## config.mk

```make
export PLATFORM = sky130hd
export DESIGN_NAME = multiciclo_ctrl_flat
export DESIGN_NICKNAME = d
export VERILOG_FILES = /design/src/rtl/multiciclo_ctrl_if.sv /design/src/rtl/multiciclo_ctrl.sv /design/src/flat_wrapper.sv
export SDC_FILE = /design/constraint.sdc
export NUM_CORES = 1
export LEC_CHECK = 0
export ABC_CLOCK_PERIOD_IN_PS = 3250
export BUFFER_PORTS_ARGS = -buffer_cell sky130_fd_sc_hd__buf_2
export CORE_UTILIZATION = 52
export CTS_CLUSTER_SIZE = 40
export DETAILED_ROUTE_END_ITERATION = 6
export GPL_TIMING_DRIVEN = 1
export HOLD_SLACK_MARGIN = 0.05
export PLACE_DENSITY_LB_ADDON = 0.08
export SLEW_MARGIN = 20
export SYNTH_ARGS = -nofsm -noshare
export SYNTH_HDL_FRONTEND = slang
export SYNTH_SLANG_ARGS = --single-unit
```

## constraint.sdc

```tcl
create_clock -name clk -period 3.25 [get_ports clk]
set_clock_uncertainty 0.15 [all_clocks]
set_input_delay 0 -clock clk [delete_from_list [all_inputs] [get_ports clk]]
set_output_delay 0 -clock clk [all_outputs]
set_load 0.03 [all_outputs]
```

## src/rtl/multiciclo_ctrl_if.sv

```systemverilog
// Control/handshake bundle between the multicycle sequencer and the MIPS datapath.
// Ports: opcode/zf/mem_ack come from the datapath and memory; every other signal is a control output.
// Modports: master = sequencer side (drives controls), slave = datapath/memory side.
interface multiciclo_ctrl_if #(
    parameter int OP_W    = 6,
    parameter int ALUOP_W = 3,
    parameter int CNT_W   = 16
);
    // Datapath / memory status
    logic [OP_W-1:0]    opcode;
    logic               zf;
    logic               mem_ack;

    // Memory handshake
    logic               mem_req;
    logic               mem_we;
    logic               iord;

    // Datapath enables and mux selects
    logic               ir_we;
    logic               pc_we;
    logic [1:0]         pc_src;
    logic               alu_src_a;
    logic [1:0]         alu_src_b;
    logic [ALUOP_W-1:0] alu_op;
    logic               reg_we;
    logic               reg_dst;
    logic               mem_to_reg;

    // Status
    logic               err;
    logic [CNT_W-1:0]   retired;

    modport master (
        input  opcode, zf, mem_ack,
        output mem_req, mem_we, iord,
        output ir_we, pc_we, pc_src, alu_src_a, alu_src_b, alu_op,
        output reg_we, reg_dst, mem_to_reg,
        output err, retired
    );

    modport slave (
        output opcode, zf, mem_ack,
        input  mem_req, mem_we, iord,
        input  ir_we, pc_we, pc_src, alu_src_a, alu_src_b, alu_op,
        input  reg_we, reg_dst, mem_to_reg,
        input  err, retired
    );
endinterface

```

## src/rtl/multiciclo_ctrl.sv

```systemverilog
// Multicycle MIPS control sequencer: FETCH/DECODE/EXEC/MEM/WB with memory req/ack watchdog and retire counter.
// Ports: clk, rst (sync, active-high), bus (multiciclo_ctrl_if.master) carrying opcode/zf/mem_ack in and all controls out.
// Latency: 2 cycles (j) to 5+ cycles (lw); mem_req is held with stable iord/mem_we until mem_ack or watchdog expiry.
module multiciclo_ctrl #(
    parameter int OP_W    = 6,
    parameter int ALUOP_W = 3,
    parameter int TIMEOUT = 16,
    parameter int CNT_W   = 16
) (
    input  logic               clk,
    input  logic               rst,
    multiciclo_ctrl_if.master  bus
);

    // Opcode encodings (instr[31:26])
    localparam logic [OP_W-1:0] OP_RTYPE = OP_W'(6'b000000);
    localparam logic [OP_W-1:0] OP_LW    = OP_W'(6'b100011);
    localparam logic [OP_W-1:0] OP_SW    = OP_W'(6'b101011);
    localparam logic [OP_W-1:0] OP_ADDI  = OP_W'(6'b001000);
    localparam logic [OP_W-1:0] OP_BEQ   = OP_W'(6'b000100);
    localparam logic [OP_W-1:0] OP_J     = OP_W'(6'b000010);

    // alu_op codes understood by ControladorALU
    localparam logic [ALUOP_W-1:0] ALU_ADD   = ALUOP_W'(0);
    localparam logic [ALUOP_W-1:0] ALU_SUB   = ALUOP_W'(1);
    localparam logic [ALUOP_W-1:0] ALU_FUNCT = ALUOP_W'(2);

    // Mux select encodings
    localparam logic [1:0] PCS_ALU   = 2'b00;
    localparam logic [1:0] PCS_BRT   = 2'b01;
    localparam logic [1:0] PCS_JMP   = 2'b10;
    localparam logic [1:0] SRCB_REG  = 2'b00;
    localparam logic [1:0] SRCB_FOUR = 2'b01;
    localparam logic [1:0] SRCB_IMM  = 2'b10;
    localparam logic [1:0] SRCB_IMM4 = 2'b11;

    // The watchdog only ever needs to reach TIMEOUT-1: the cycle that
    // finds it there without an ack is the last one allowed.
    localparam int              WD_W    = (TIMEOUT > 1) ? $clog2(TIMEOUT) : 1;
    localparam logic [WD_W-1:0] WD_LAST = WD_W'((TIMEOUT > 0) ? TIMEOUT - 1 : 0);
    localparam bit              WD_EN   = (TIMEOUT > 0);

    typedef enum logic [2:0] {
        S_IDLE   = 3'd0,
        S_FETCH  = 3'd1,
        S_DECODE = 3'd2,
        S_EXEC   = 3'd3,
        S_MEM    = 3'd4,
        S_WB     = 3'd5,
        S_ERR    = 3'd6
    } state_t;

    state_t            state;
    state_t            state_nxt;
    logic [OP_W-1:0]   op_q;
    logic [WD_W-1:0]   wdog;
    logic [WD_W-1:0]   wdog_nxt;
    logic [CNT_W-1:0]  retired_q;
    logic              wd_expire;
    logic              retire;
    logic              in_mem_wait;

    // Expiry only matters while waiting on memory; an ack in the same
    // cycle takes precedence in the next-state logic below.
    assign in_mem_wait = (state == S_FETCH) || (state == S_MEM);
    assign wd_expire   = WD_EN && in_mem_wait && (wdog == WD_LAST);

    // Every return to FETCH from a working state ends an instruction;
    // IDLE->FETCH is the start-up fetch and does not count.
    assign retire = (state_nxt == S_FETCH) &&
                    ((state == S_DECODE) || (state == S_EXEC) ||
                     (state == S_MEM)    || (state == S_WB));

    // ------------------------------------------------------------------
    // State register and sequential bookkeeping
    // ------------------------------------------------------------------
    always_ff @(posedge clk) begin
        if (rst) begin
            state     <= S_IDLE;
            op_q      <= '0;
            wdog      <= '0;
            retired_q <= '0;
        end else begin
            state <= state_nxt;
            wdog  <= wdog_nxt;
            if (state == S_DECODE) begin
                op_q <= bus.opcode;
            end
            if (retire) begin
                retired_q <= retired_q + CNT_W'(1);
            end
        end
    end

    // ------------------------------------------------------------------
    // Next-state logic
    // ------------------------------------------------------------------
    always_comb begin
        state_nxt = state;
        wdog_nxt  = '0;

        unique case (state)
            S_IDLE: begin
                state_nxt = S_FETCH;
            end

            S_FETCH: begin
                if (bus.mem_ack) begin
                    state_nxt = S_DECODE;
                end else if (wd_expire) begin
                    state_nxt = S_ERR;
                end
            end

            S_DECODE: begin
                case (bus.opcode)
                    OP_RTYPE, OP_LW, OP_SW, OP_ADDI, OP_BEQ: state_nxt = S_EXEC;
                    OP_J:                                    state_nxt = S_FETCH;
                    default:                                 state_nxt = S_ERR;
                endcase
            end

            S_EXEC: begin
                case (op_q)
                    OP_RTYPE, OP_ADDI: state_nxt = S_WB;
                    OP_LW, OP_SW:      state_nxt = S_MEM;
                    OP_BEQ:            state_nxt = S_FETCH;
                    default:           state_nxt = S_ERR;
                endcase
            end

            S_MEM: begin
                if (bus.mem_ack) begin
                    state_nxt = (op_q == OP_LW) ? S_WB : S_FETCH;
                end else if (wd_expire) begin
                    state_nxt = S_ERR;
                end
            end

            S_WB: begin
                state_nxt = S_FETCH;
            end

            S_ERR: begin
                state_nxt = S_ERR;
            end

            default: begin
                state_nxt = S_ERR;
            end
        endcase

        // Counts consecutive unacknowledged wait cycles in the same state;
        // any state change restarts it from zero.
        if ((state_nxt == state) && in_mem_wait && WD_EN) begin
            wdog_nxt = wdog + WD_W'(1);
        end
    end

    // ------------------------------------------------------------------
    // Output logic (Moore per state, Mealy on mem_ack in FETCH)
    // ------------------------------------------------------------------
    always_comb begin
        bus.mem_req    = 1'b0;
        bus.mem_we     = 1'b0;
        bus.iord       = 1'b0;
        bus.ir_we      = 1'b0;
        bus.pc_we      = 1'b0;
        bus.pc_src     = PCS_ALU;
        bus.alu_src_a  = 1'b0;
        bus.alu_src_b  = SRCB_REG;
        bus.alu_op     = ALU_ADD;
        bus.reg_we     = 1'b0;
        bus.reg_dst    = 1'b0;
        bus.mem_to_reg = 1'b0;
        bus.err        = 1'b0;

        unique case (state)
            S_FETCH: begin
                bus.mem_req = 1'b1;
                bus.iord    = 1'b0;
                // IR load and PC+4 happen only in the ack cycle so that a
                // stalled fetch never disturbs PC or IR.
                if (bus.mem_ack) begin
                    bus.ir_we     = 1'b1;
                    bus.pc_we     = 1'b1;
                    bus.alu_src_a = 1'b0;
                    bus.alu_src_b = SRCB_FOUR;
                    bus.alu_op    = ALU_ADD;
                    bus.pc_src    = PCS_ALU;
                end
            end

            S_DECODE: begin
                // Precompute the branch target PC + (imm<<2) into ALUOut.
                bus.alu_src_a = 1'b0;
                bus.alu_src_b = SRCB_IMM4;
                bus.alu_op    = ALU_ADD;
                if (bus.opcode == OP_J) begin
                    bus.pc_we  = 1'b1;
                    bus.pc_src = PCS_JMP;
                end
            end

            S_EXEC: begin
                bus.alu_src_a = 1'b1;
                case (op_q)
                    OP_RTYPE: begin
                        bus.alu_src_b = SRCB_REG;
                        bus.alu_op    = ALU_FUNCT;
                    end
                    OP_LW, OP_SW, OP_ADDI: begin
                        bus.alu_src_b = SRCB_IMM;
                        bus.alu_op    = ALU_ADD;
                    end
                    OP_BEQ: begin
                        bus.alu_src_b = SRCB_REG;
                        bus.alu_op    = ALU_SUB;
                        bus.pc_src    = PCS_BRT;
                        bus.pc_we     = bus.zf;
                    end
                    default: begin
                        bus.alu_src_a = 1'b0;
                    end
                endcase
            end

            S_MEM: begin
                bus.mem_req = 1'b1;
                bus.iord    = 1'b1;
                bus.mem_we  = (op_q == OP_SW);
            end

            S_WB: begin
                bus.reg_we     = 1'b1;
                bus.reg_dst    = (op_q == OP_RTYPE);
                bus.mem_to_reg = (op_q == OP_LW);
            end

            S_ERR: begin
                bus.err = 1'b1;
            end

            default: begin
                bus.err = 1'b0;
            end
        endcase
    end

    assign bus.retired = retired_q;

endmodule

```

## src/flat_wrapper.sv

```systemverilog
// flat-port wrapper written by rule: the top's interface ports become plain ports
module multiciclo_ctrl_flat 
#(
    parameter int OP_W    = 6,
    parameter int ALUOP_W = 3,
    parameter int TIMEOUT = 16,
    parameter int CNT_W   = 16
)
  (clk, rst, bus_opcode, bus_zf, bus_mem_ack, bus_mem_req, bus_mem_we, bus_iord, bus_ir_we, bus_pc_we, bus_pc_src, bus_alu_src_a, bus_alu_src_b, bus_alu_op, bus_reg_we, bus_reg_dst, bus_mem_to_reg, bus_err, bus_retired);
  multiciclo_ctrl_if #(.OP_W(OP_W), .ALUOP_W(ALUOP_W), .CNT_W(CNT_W)) bus_i ();
  input  logic clk;
  input  logic rst;
  input wire logic [$bits(bus_i.opcode)-1:0] bus_opcode;
  input wire logic [$bits(bus_i.zf)-1:0] bus_zf;
  input wire logic [$bits(bus_i.mem_ack)-1:0] bus_mem_ack;
  output wire logic [$bits(bus_i.mem_req)-1:0] bus_mem_req;
  output wire logic [$bits(bus_i.mem_we)-1:0] bus_mem_we;
  output wire logic [$bits(bus_i.iord)-1:0] bus_iord;
  output wire logic [$bits(bus_i.ir_we)-1:0] bus_ir_we;
  output wire logic [$bits(bus_i.pc_we)-1:0] bus_pc_we;
  output wire logic [$bits(bus_i.pc_src)-1:0] bus_pc_src;
  output wire logic [$bits(bus_i.alu_src_a)-1:0] bus_alu_src_a;
  output wire logic [$bits(bus_i.alu_src_b)-1:0] bus_alu_src_b;
  output wire logic [$bits(bus_i.alu_op)-1:0] bus_alu_op;
  output wire logic [$bits(bus_i.reg_we)-1:0] bus_reg_we;
  output wire logic [$bits(bus_i.reg_dst)-1:0] bus_reg_dst;
  output wire logic [$bits(bus_i.mem_to_reg)-1:0] bus_mem_to_reg;
  output wire logic [$bits(bus_i.err)-1:0] bus_err;
  output wire logic [$bits(bus_i.retired)-1:0] bus_retired;
  assign bus_i.opcode = bus_opcode;
  assign bus_i.zf = bus_zf;
  assign bus_i.mem_ack = bus_mem_ack;
  assign bus_mem_req = bus_i.mem_req;
  assign bus_mem_we = bus_i.mem_we;
  assign bus_iord = bus_i.iord;
  assign bus_ir_we = bus_i.ir_we;
  assign bus_pc_we = bus_i.pc_we;
  assign bus_pc_src = bus_i.pc_src;
  assign bus_alu_src_a = bus_i.alu_src_a;
  assign bus_alu_src_b = bus_i.alu_src_b;
  assign bus_alu_op = bus_i.alu_op;
  assign bus_reg_we = bus_i.reg_we;
  assign bus_reg_dst = bus_i.reg_dst;
  assign bus_mem_to_reg = bus_i.mem_to_reg;
  assign bus_err = bus_i.err;
  assign bus_retired = bus_i.retired;
  multiciclo_ctrl #(.OP_W(OP_W), .ALUOP_W(ALUOP_W), .TIMEOUT(TIMEOUT), .CNT_W(CNT_W)) u_core (.clk(clk), .rst(rst), .bus(bus_i));
endmodule
```

# Yosys cells after proc, flatten, opt, wreduce, memory -nomap -nowiden
# Index checks and enable logic that the tools add are counted.
# classes
n_addsub,2
n_mul,0
div,0
magnitude_cmp,0
eq_ne,18
shift,0
muxes,29
n_bitwise,1
reduce_logical,18
# ops
cell,count
"equality test 6 bit, second input constant",4
"adder 16 x 1 -> 16 bit, second input constant",1
2-to-1 mux 1 bit,15
2-to-1 mux 3 bit,5
case mux 3 bit (5 select lines),1
"equality test 6 x 3 -> 1 bit, second input constant",2
"equality test 6 x 4 -> 1 bit, second input constant",2
logical NOT 6 bit,2
OR reduction 2 bit,5
OR reduction 5 bit,2
"equality test 3 bit, second input constant",3
case mux 3 bit (3 select lines),1
case mux 2 bit (2 select lines),2
"equality test 3 x 1 -> 1 bit, second input constant",2
"equality test 3 x 2 -> 1 bit, second input constant",2
"equality test 6 x 2 -> 1 bit, second input constant",1
case mux 2 bit (3 select lines),1
case mux 3 bit (2 select lines),1
"adder 4 x 1 -> 4 bit, second input constant",1
"equality test 4 bit, second input constant",1
logical OR 1 bit,4
2-to-1 mux 2 bit,2
equality test 3 bit,1
logical AND 1 bit,3
other kinds (4),4
# totals
ff_bits,29
latchBits,0
ramBits,0
rom_bits,0
in_bits,10
out_inout_bits,33
word_cells,72
n_memories,0

# Logic depth before layout (Yosys ltp)
# logic_depth
depth_word,10
mapped_depth,9
ltp_nobuf,7

# Worst setup path after synthesis
# Ideal clock, no wire load.
# synth_timing
kind,register to output
start,register u_core.state[1]
end,output port bus_pc_we
arrival_time_ns,2.285
t_required_ns,3.100
slack_ns,0.815
path_stages_with_launch,5
n_path_buf,1
path_cell_list,dfxtp_1 > clkbuf_1 > nand3_1 > nor4_1 > a211o_1
# synth_via
elab_chain_len,2
elab_cells_between_ends,4
cone_classes,eq/ne (3); mux (1)
# synth_rtl
item,line,source
from (decl),multiciclo_ctrl.sv:53,state_t state;
from (signal assigned),multiciclo_ctrl.sv:84,state <= state_nxt;
equality test 3 x 2 -> 1 bit / equality test 3 x 1 -> 1 bit (equally long branches),multiciclo_ctrl.sv:178,unique case (state)
case mux 1 bit (3 select lines) (*),multiciclo_ctrl.sv:178,
to (decl),flat_wrapper.sv:20,output wire logic [$bits(bus_i.pc_we)-1:0] bus_pc_we;
# Mark *: on every way between the ends. The rest lies on a longest branch, timed or not.

# Worst setup path in the final report
# layout_timing
start,register u_core.state[2]
end,"register u_core.retired_q[15], in the netlist u_core.bus.retired[15]"
# layout_via
elab_chain_len,8
elab_cells_between_ends,18
cone_classes,eq/ne (6); mux (4); reduce/logical (8)
# layout_rtl
item,line,source
equality test 3 x 1 -> 1 bit / equality test 3 bit (equally long branches),"multiciclo_ctrl.sv:65, multiciclo_ctrl.sv:102, multiciclo_ctrl.sv:72",
logical OR 1 bit,multiciclo_ctrl.sv:65,assign in_mem_wait = (state == S_FETCH) || (state == S_MEM);
logical AND 1 bit,multiciclo_ctrl.sv:66,assign wd_expire = WD_EN && in_mem_wait && (wdog == WD_LAST);
2-to-1 mux 3 bit,"multiciclo_ctrl.sv:110, multiciclo_ctrl.sv:135",
"2-to-1 mux 3 bit, on equally long branches","multiciclo_ctrl.sv:133, multiciclo_ctrl.sv:108",
case mux 3 bit (5 select lines),multiciclo_ctrl.sv:102,unique case (state)
equality test 3 x 1 -> 1 bit,multiciclo_ctrl.sv:70,assign retire = (state_nxt == S_FETCH) &&
logical AND 1 bit (*),multiciclo_ctrl.sv:70,
to (signal assigned),multiciclo_ctrl.sv:90,retired_q <= retired_q + CNT_W'(1);
to (decl),multiciclo_ctrl.sv:58,logic [CNT_W-1:0] retired_q;
# Marked as above.
# A chain may end at the register's enable or synchronous reset.

==> metrics.txt <==
depth of the CTS H-tree=2; CTS max path bufs=2; DP Area=0.00182 mm2; ranking of synthesized cells by area=dfxtp_1, a21oi_1, nor2_1; Worst Path Required=3340 ps; Post-Synthesis Cells=200; share of the synthesized area in the top cell type=0.356; first-pass GRT wire length=7220 um; Post-synth EDFFs=0; Combinational Power Share=0.230; P per Cell Area=411 mW/mm2; n_diodes=0; number of core rows=19; cell with the most instances after synthesis=dfxtp_1; Ys Warns=0; min Tclk post-route=2910 ps; highest ir drop seen on vdd=255 uV; final setup vio count=0; sequential area share after synthesis=0.356; Crit Path Max Fanout=30; final period utilization=0.894; Sw Pwr=269 uW; sw frac=0.323; vias per inst=6.10; RSZ-0062 raised after global routing=no; clock root cell=clkbuf_4; final wirelength=4220 um; largest net degree at the start of global routing=31; CTS tree=yes; Max transition margin=0.660; vias=1720; internal power=564 uW; layout cells sized above 1=0.227; clk slew on worst S/H paths=90 ps; max-slew violations=0; TNS Setup=0 ps; Initial Util=0.572; Setup crit end kind=register; nets=262; critical path launch point type=register; Worst Path Buf+Inv=0; f_max=344 MHz; gr ovfl total=0; die area=0.00337 mm2; Max Cap Viol=0; CORE AREA=0.00285 mm2; # fillers=235; Die H=58.0 um; Fin. Hold Viols=0; drc violations=4; CTS Buf Count=5; Final ANT Viol Nets=0; max incr delay on CP=610 ps; Synth top cells by count=dfxtp_1, nor2_1, a21oi_1; Reg area=581 um2; wire length per cell=15.0 um; Synth Cell Area=0.00163 mm2; DRT Pass-1 Iters=7; outcome=finished with violations; Total GRT Usage=0.273; Hold Crit Class=input port to register; CP Cell Sequence=nand2b_1 > a211oi_1 > a2111oi_2 > nand4_4 > or4_1 > a21oi_1; Final GP Congestion=0.860; synth unique cells=47; Die X=58.0 um; Sink Count=29; Layout Area Growth over Synthesis=24.2%; biggest area consumer among synthesized cells=dfxtp_1; CP Data Arrival Time=3000 ps; first-iteration detailed-routing DRC count=148; Seq cells post-synth=29; Leak=0.000893 uW; Flop pwr share=0.470; insertion delay to the later sink of the worst-skew pair=330 ps; synthesized area per cell=8.16 um2; area of the multi-input gates=977 um2; postcts setup bufs=0; power share of the clock group=0.300; Critical-path top delay cell=or4_1; vias in the first global route=1665; I/O Pins=43; violated checks=DRC; initial antenna violation count=0; Crit path max-delay family=simple AND/OR/NAND/NOR gates; Slew @ Worst Pin=507 ps; post-DP HPWL=2740 um; Port Buffer Count=41; final instance area=0.00203 mm2; crit path kind=register to register; ys flop type=dfxtp_1; synthesized net count=212; ys async rst share=0
cell type report:
class                   count  area share
clock inverters             1     0.00247
well taps                  31      0.0191
clock buffers               7      0.0321
repair buffers             54       0.165
multi-input cells         153       0.482
flip-flops and latches     29       0.286
inverters                   7      0.0130
metrics by stage:
step                hold WS (ps)  total power (uW)  instances  worst slack [ps]   util
detailed placement           125               570        261               276  0.638
finish                       205               834        282               343  0.711
floorplan                  -6.06               534        200               815      -
CTS                          169               829        282               218  0.708
global placement             125               564        261               457  0.638
global route                 228               869        282               160  0.711
power groups by stage:
stage	Combinational, uW	Sequential [uW]	Clock (uW)
2_1_floorplan	142	392	0
3_3_place_gp	166	397	0
3_5_place_dp	171	399	0
4_1_cts	184	390	254
5_1_grt	209	395	265
6_report	192	392	250
kinds of logic after synthesis:
| group | count (synthesis) | synth area share |
|---|---|---|
| adder cells (fa/ha/maj) | 2 | 0.0153 |
| AND/OR/NAND/NOR | 92 | 0.320 |
| XOR/XNOR | 4 | 0.0215 |
| multiplexers | 7 | 0.0429 |
| buffers and inverters | 18 | 0.0513 |
| other | 1 | 0.00230 |
| flip-flops | 29 | 0.356 |
| AO/OA/AOI/OAI | 47 | 0.191 |
flip-flops by register name, indices dropped and copies added (netlist names):
name and flops:
u_core.wdog 4, u_core.state 3, u_core.bus.retired 16, u_core.op_q 6
cells in the final DEF (no fill, tap or decap), types with 3 or more instances in the layout:
cell	count
buf_2	41
nand3_1	12
nor4_1	6
dlygate4sd3_1	13
mux2i_1	7
nor3_1	4
or4_1	7
clkbuf_4	5
and3_1	5
o21ai_0	9
dfxtp_1	29
nor2_1	21
nand2_1	11
a21oi_1	18
nor2b_1	3
a31oi_1	3
o31ai_1	6
or3_1	8
inv_1	7
worst min-delay path: cells and delay by family:
family | cells | cell delay (ps)
AOI/OAI and AO/OA | 1 | 140
buffers and inverters | 1 | 120
and+or+nand+nor | 2 | 380
path summary, 6_finish.rpt:
check / startpoint / endpoint / slack [ps] / cells after the start
worst min register to register: u_core.wdog[0]$_SDFF_PP0_ / u_core.wdog[0]$_SDFF_PP0_ / 310 / 1
worst max register to register: u_core.state[2]$_SDFF_PP0_ / u_core.bus.retired[15]$_SDFFE_PP0P_ / 340 / 6
worst min-delay path: bus_mem_ack / u_core.state[2]$_SDFF_PP0_ / 210 / 4
worst max-delay path: u_core.state[2]$_SDFF_PP0_ / u_core.bus.retired[15]$_SDFFE_PP0P_ / 340 / 6
layer usage:
layer  up-vias  routed length, um  track usage
li1        845                  -            -
met1       798               1800        0.320
met2        63               2110        0.473
met3        14                208       0.0513
met4         0                105        0.143
met5         -                  0            0
timing repair:
item                                    in CTS  in global routing
gates resized for setup                      0                  1
endpoints found under the hold margin       25                  0
endpoints found under the setup margin       0                  6
hold buffers                                13                  0
Note: power is estimated with default switching activity, not from simulation.
